`config.mk`:
```
export PLATFORM = sky130hd
export DESIGN_NAME = product_accumulator
export DESIGN_NICKNAME = d
export VERILOG_FILES = /design/src/rtl/product_accumulator.sv
export SDC_FILE = /design/constraint.sdc
export NUM_CORES = 1
export LEC_CHECK = 0
export ABC_AREA = 1
export CORE_MARGIN = 4
export CORE_UTILIZATION = 45
export DETAILED_ROUTE_END_ITERATION = 8
export PLACE_DENSITY = 0.83
export SLEW_MARGIN = 5
export SYNTH_ARGS = -nofsm -noshare
export SYNTH_HDL_FRONTEND = slang
export SYNTH_SLANG_ARGS = --single-unit
```
`constraint.sdc`:
```
create_clock -name clk -period 2 [get_ports clk]
set_clock_uncertainty 0.15 [all_clocks]
set_input_delay 0.3 -clock clk [delete_from_list [all_inputs] [get_ports clk]]
set_output_delay 0.3 -clock clk [all_outputs]
set_load 0.005 [all_outputs]
```
`src/rtl/product_accumulator.sv`:
```
// Accumulates a block of COUNT unsigned 8-bit products into an ACC_W-bit sum, with valid/ready on both sides.
// Optional macro SATURATE_EN: clamp the sum at 2^ACC_W-1 on carry-out instead of wrapping.
//
// state   | meaning
// --------+--------------------------------------------------------
// S_IDLE  | waiting for start; last result still visible on acc_out
// S_ACCUM | accepting products until COUNT transfers have been taken
// S_DONE  | result presented on acc_out until acc_ready
module product_accumulator #(
  parameter int ACC_W = 11,
  parameter int COUNT = 8
) (
  input  logic             clk,
  input  logic             rst_n,
  input  logic             start,
  input  logic             prod_valid,
  input  logic [7:0]       prod_in,
  output logic             prod_ready,
  output logic [ACC_W-1:0] acc_out,
  output logic             acc_valid,
  input  logic             acc_ready,
  output logic             busy,
  output logic             overflow
);

  localparam int CNT_W = $clog2(COUNT + 1);
  localparam logic [CNT_W-1:0] LAST_IDX = CNT_W'(COUNT - 1);

  typedef enum logic [1:0] {
    S_IDLE  = 2'd0,
    S_ACCUM = 2'd1,
    S_DONE  = 2'd2
  } state_t;

  state_t           state_q, state_d;
  logic [ACC_W-1:0] acc_q, acc_d;
  logic [CNT_W-1:0] cnt_q, cnt_d;
  logic             ovf_q, ovf_d;

  logic             xfer;
  logic [ACC_W:0]   sum;

  // prod_ready is decoded from state, so a transfer needs only prod_valid in ACCUM
  assign xfer = (state_q == S_ACCUM) && prod_valid;
  assign sum  = {1'b0, acc_q} + (ACC_W + 1)'(prod_in);

  always_ff @(posedge clk or negedge rst_n) begin
    if (!rst_n) begin
      state_q <= S_IDLE;
      acc_q   <= '0;
      cnt_q   <= '0;
      ovf_q   <= 1'b0;
    end else begin
      state_q <= state_d;
      acc_q   <= acc_d;
      cnt_q   <= cnt_d;
      ovf_q   <= ovf_d;
    end
  end

  always_comb begin
    state_d = state_q;
    case (state_q)
      S_IDLE:  if (start) state_d = S_ACCUM;
      S_ACCUM: if (xfer && (cnt_q == LAST_IDX)) state_d = S_DONE;
      S_DONE:  if (acc_ready) state_d = S_IDLE;
      default: state_d = S_IDLE;
    endcase
  end

  always_comb begin
    acc_d = acc_q;
    cnt_d = cnt_q;
    ovf_d = ovf_q;
    if ((state_q == S_IDLE) && start) begin
      acc_d = '0;
      cnt_d = '0;
      ovf_d = 1'b0;
    end else if (xfer) begin
      cnt_d = cnt_q + 1'b1;
      if (sum[ACC_W]) ovf_d = 1'b1;
`ifdef SATURATE_EN
      acc_d = sum[ACC_W] ? {ACC_W{1'b1}} : sum[ACC_W-1:0];
`else
      acc_d = sum[ACC_W-1:0];
`endif
    end
  end

  always_comb begin
    prod_ready = (state_q == S_ACCUM);
    acc_valid  = (state_q == S_DONE);
    busy       = (state_q != S_IDLE);
    acc_out    = acc_q;
    overflow   = ovf_q;
  end

endmodule

```
==> impl_metrics.tcl, run 1 <==
set metrics [dict create \
    outcome "finished, final reports clean" \
    synthToLayoutAreaGrowth_pct 31.4 \
    path_class "reg -> out" \
    cts_hold_buf 0 \
    synth_cells 155 \
    grt_start_max_net_pins 19 \
    worst_skew_pair.late_latency_ns 0.30 \
    fillCellCount 235 \
    seqCellArea_um2 450 \
    syn_nets 178 \
    start_kind "flip-flop" \
    rsz0062_at_grt "no" \
    antenna_found_initial 0 \
    critical_path.cell_chain "nor2_4 -> clkdlybuf4s50_1" \
    final_cell_mix "nand2_1 (46), clkdlybuf4s50_1 (27), dfrtp_1 (18)" \
    route.vias.total 1133 \
    route.detailed.drc 0 \
    relSlewSlack_pct 84.3 \
    drtIter0Drc 43 \
    mappedNetlistArea_um2 1240 \
    finalMaxSlewViolations 0 \
    portBuffers 27 \
    drive_gt1_share_pct 14.6 \
    dieHeight_um 60.5 \
    initial_core_util_pct 48.7 \
    cts_root_buf "clkbuf_4" \
    hold_violations 0 \
    end_kind "primary output" \
    cpPeakStageDelay_ns 0.54 \
    setup_viol 0 \
    vias_per_cell 5.10 \
    leakagePower_uw 0.000822 \
    multi_input_area_um2 704 \
    grt_pass1_wl_um 4760 \
    synth_area_per_cell_um2 8.00 \
    power-per-cell-area_nw_per_um2 1360 \
    slowest_stage "clkdlybuf4s50_1" \
    die_area_um2 3660 \
    final_common_cell "nand2_1" \
    finalCriticalPeriod_ns 1.92 \
    drv_cap 0 \
    ys_warn_count 0 \
    worstMarginPinSlew_ns 0.236 \
    cp.arrival_ns 1.47 \
    ios 28 \
    combPwrFrac_pct 59.4 \
    ys_seq_elements 18 \
    swShare_pct 43.3 \
    drtAntennaViolNets 0 \
    place.gp.congestion 0.836 \
    postCtsSetupBuffers 0 \
    required_ns 1.55 \
    internal_power_uw 1250 \
    power_frac_seq_pct 30.1 \
    cts_buffers 3 \
    finish.utilization_pct 64.0 \
    overflow 0 \
    critPathMaxFanout 3 \
    drtPass1Iterations 4 \
    peakVddDrop_uv 815 \
    cts_buffer_depth 2 \
    die_x_um 60.5 \
    crit_buf_inv 1 \
    row_count 18 \
    min_path_type "in -> async" \
    grt_util_all_layers_pct 17.4 \
    max_freq_ghz 0.520 \
    htree_levels 1 \
    clk_pin_slew_ns 0.11 \
    clockPowerShare_pct 10.5 \
    wl_per_cell_um 12.2 \
    total_power_uw 2210 \
    dp.final_hpwl_um 2110 \
    grt_pass1_vias 1091 \
    cts_tree "done" \
    diodes 0 \
    final_cell_area_um2 1630 \
    timing.hold.ws_ns 0.156 \
    postPlaceCellArea_um2 1590 \
    tns_ns 0 \
    crit_family "buffers and inverters" \
    clkSinkCount 18 \
    synth_cell_types 29 \
    core_um2 2540 \
    period_share_pct 96.2 \
    cts-resized-gates 0 \
    finalNetCount 216 \
    seq_area_frac_synth_pct 36.3 \
    wirelength_um 2710 \
    p_sw_uw 959 \
]
cell usage after synthesis (all sizes together):
master | n | area share (%)
o22ai | 1 | 0.50
nand4 | 1 | 1.7
nor3 | 1 | 0.81
dfrtp | 18 | 36
a21o | 1 | 0.61
xor2 | 2 | 1.4
o21bai | 1 | 0.61
o21ai | 10 | 4.3
nand3 | 8 | 3.6
nand2 | 50 | 19
ha | 9 | 9.1
clkinv | 1 | 0.71
a21oi | 9 | 4.2
nor2 | 20 | 7.7
a22o | 2 | 1.4
inv | 19 | 6.2
fa | 1 | 1.6
a21boi | 1 | 0.61
kinds of logic after synthesis:
| kind of cell | share of synthesized area [%] |
|---|---|
| simple gates | 32.4 |
| compound gates | 12.3 |
| fa+ha+maj | 10.7 |
| buf+inv | 6.86 |
| xor+xnor | 1.41 |
| flops | 36.3 |
final cells by class:
| class | instances | area share [%] |
|---|---|---|
| clock buffer | 4 | 2.23 |
| inverter | 20 | 5.22 |
| multi-input combinational | 117 | 43.2 |
| sequential | 18 | 27.6 |
| tap | 30 | 2.30 |
| timing repair buffer | 33 | 19.4 |
registers in the layout, indices dropped and copies added (netlist names):
register  count
acc_out      11
cnt_q         4
state_q       2
overflow      1
worst reg2reg max path: cells and delay by family (launching register included):
family | cells | cell delay [ns]
AOI/OAI and AO/OA | 1 | 0.20
adders and majority gates | 2 | 0.58
buffers and inverters | 1 | 0.06
DFF | 1 | 0.38
and+or+nand+nor | 5 | 0.37
final timing paths:
check | slack, ns | end | cells past startpoint | startpoint
setup reg to reg | 0.17 | acc_out[10] | 9 | acc_out[0]
hold reg to reg | 0.38 | acc_out[4] | 2 | acc_out[4]
hold / removal | 0.16 | acc_out[5] | 2 | rst_n
min in group clk | 0.38 | acc_out[4] | 2 | acc_out[4]
max in group asynchronous | 1.34 | acc_out[1] | 2 | rst_n
setup / recovery | 0.08 | prod_ready | 2 | state_q[1]
power by group through the flow:
stage / clock [uW] / combinational (uW) / sequential [uW]
finish: 232 / 1320 / 666
global route: 252 / 1490 / 695
CTS: 241 / 1320 / 668
detailed placement: 0 / 1310 / 675
global placement: 0 / 1280 / 666
floorplan: 0 / 809 / 662
per-stage QoR:
stage / cells / worst slack [ns]
after detailed placement: 218 / -0.217
final: 222 / 0.0765
after CTS: 222 / 0.0536
after floorplan: 155 / 0.230
after global placement: 218 / -0.164
after global routing: 222 / 0.0117
per-layer routing:
layer / wire length (um) / GRT usage, % / vias to the layer above / share of wire (%)
met5: 0 / 0 / - / 0
met4: 42 / 7.43 / 0 / 1.5
met3: 131 / 2.13 / 4 / 4.8
met2: 1330 / 28.9 / 30 / 49
met1: 1210 / 23.1 / 523 / 45
li1: - / - / 576 / -
Note: power is estimated with default switching activity, not from simulation.
==> run 2, diff against run 1 <==
- CTS_BUF_LIST: default -> sky130_fd_sc_hd__clkbuf_8
==> impl_metrics.tcl, run 2 (synthesis results as in run 1) <==
set metrics [dict create \
    outcome "finished, final reports clean" \
    grt_pass1_wl_um 4770 \
    overflow 0 \
    route.detailed.drc 0 \
    peakVddDrop_uv 787 \
    setup_viol 0 \
    clkSinkCount 18 \
    start_kind "flip-flop" \
    drv_cap 0 \
    htree_levels 1 \
    diodes 0 \
    relSlewSlack_pct 84.3 \
    startpoint "state_q[1]" \
    worstMarginPinSlew_ns 0.236 \
    critPathMaxFanout 3 \
    row_count 18 \
    grt_start_max_net_pins 19 \
    clk_pin_slew_ns 0.07 \
    place.gp.congestion 0.836 \
    worst_skew_pair.late_latency_ns 0.26 \
    cp.arrival_ns 1.42 \
    preCtsSetupSlack_ns -0.217 \
    instances_no_fill 222 \
    core_um2 2540 \
    drtPass1Iterations 4 \
    portBuffers 27 \
    end_kind "primary output" \
    dieHeight_um 60.5 \
    postCtsSetupBuffers 0 \
    die_area_um2 3660 \
    drtAntennaViolNets 0 \
    finalCriticalPeriod_ns 1.87 \
    cts_tree "done" \
    final_cell_mix "nand2_1 (46), clkdlybuf4s50_1 (27), dfrtp_1 (18)" \
    leakagePower_uw 0.000829 \
    cts_buffers 3 \
    wirelength_um 2760 \
    min_path_type "in -> async" \
    max_freq_ghz 0.535 \
    grt_util_all_layers_pct 17.3 \
    finalMaxSlewViolations 0 \
    cts_root_buf "clkbuf_8" \
    place_inst 218 \
    drive_gt1_share_pct 15.1 \
    largest_reg_flops 11 \
    hold_violations 0 \
    required_ns 1.55 \
    drtIter0Drc 46 \
    final_common_cell "nand2_1" \
    dp.final_hpwl_um 2110 \
    cts_hold_buf 0 \
    finalWorstSetupSlack_ns 0.131 \
    finalNetCount 216 \
    wl_per_cell_um 12.4 \
    power-per-cell-area_nw_per_um2 1390 \
    rsz0062_at_grt "no" \
    route.vias.total 1126 \
    grt_pass1_vias 1094 \
    path_class "reg -> out" \
    vias_per_cell 5.07 \
    die_x_um 60.5 \
    total_power_uw 2290 \
    cts_buffer_depth 2 \
    r2r_start "acc_out[0]" \
    ios 28 \
    initial_core_util_pct 48.7 \
    synthToLayoutAreaGrowth_pct 33.1 \
    period_share_pct 93.5 \
    antenna_found_initial 0 \
]
[run 2: cell counts in the layout (fill, tap and decap cells not counted)]
Identical to the previous run, type by type.
[run 2: layer usage]
metal,track usage [%],vias to the layer above,part of all wire (%),routed length (um)
met4,5.57,0,1.5,40
met2,29.0,40,49,1340
met1,23.2,504,44,1210
met5,0,-,0,0
li1,-,578,-,-
met3,2.13,4,6.1,168
[run 2: critical path: stages, from the launching register on]
cell             delay [ns]
dfrtp_1                0.43
nor2_4                 0.20
clkdlybuf4s50_1        0.54
[run 2: report_power, final]
| part | switching [uW] | internal [uW] |
|---|---|---|
| Clock | 129 | 175 |
| Sequential | 147 | 521 |
| Combinational | 696 | 627 |
[run 2: worst paths after layout]
kind / to / slack, ns / depth (start not counted)
setup / recovery: prod_ready / 0.13 / 2
hold / removal: acc_out[5] / 0.21 / 2
setup reg to reg: acc_out[10] / 0.27 / 9
hold reg to reg: acc_out[4] / 0.37 / 2
max in group asynchronous: acc_out[1] / 1.29 / 2
min in group clk: acc_out[4] / 0.37 / 2
[run 2: repair_timing]
item	4_1_cts	5_1_grt
setup endpoints to repair	0	4
gates resized for setup	0	1
endpoints found under the hold margin	0	0
[run 2: layout make-up]
| cell class | instances | area, um^2 |
|---|---|---|
| clock buffer | 4 | 55.1 |
| sequential | 18 | 450 |
| tap | 30 | 37.5 |
| inverter | 20 | 85.1 |
| timing repair buffer | 33 | 315 |
| fill | 234 | 895 |
| multi-input combinational | 117 | 707 |
[run 2: stage by stage]
stage	setup TNS [ns]	hold slack, ns	cell area, um^2	utilization (%)
floorplan	0	-0.146	1240	-
global placement	-0.621	0.349	1590	62.6
detailed placement	-0.876	0.360	1590	62.6
CTS	0	0.219	1650	64.7
global route	0	0.232	1650	64.8
finish	0	0.213	1650	64.8
==> run 3, diff against run 2 <==
- TNS_END_PERCENT: default -> 100
==> results of run 3 <==
No change in the layout: final DEF, timing and power equal those of run 2.
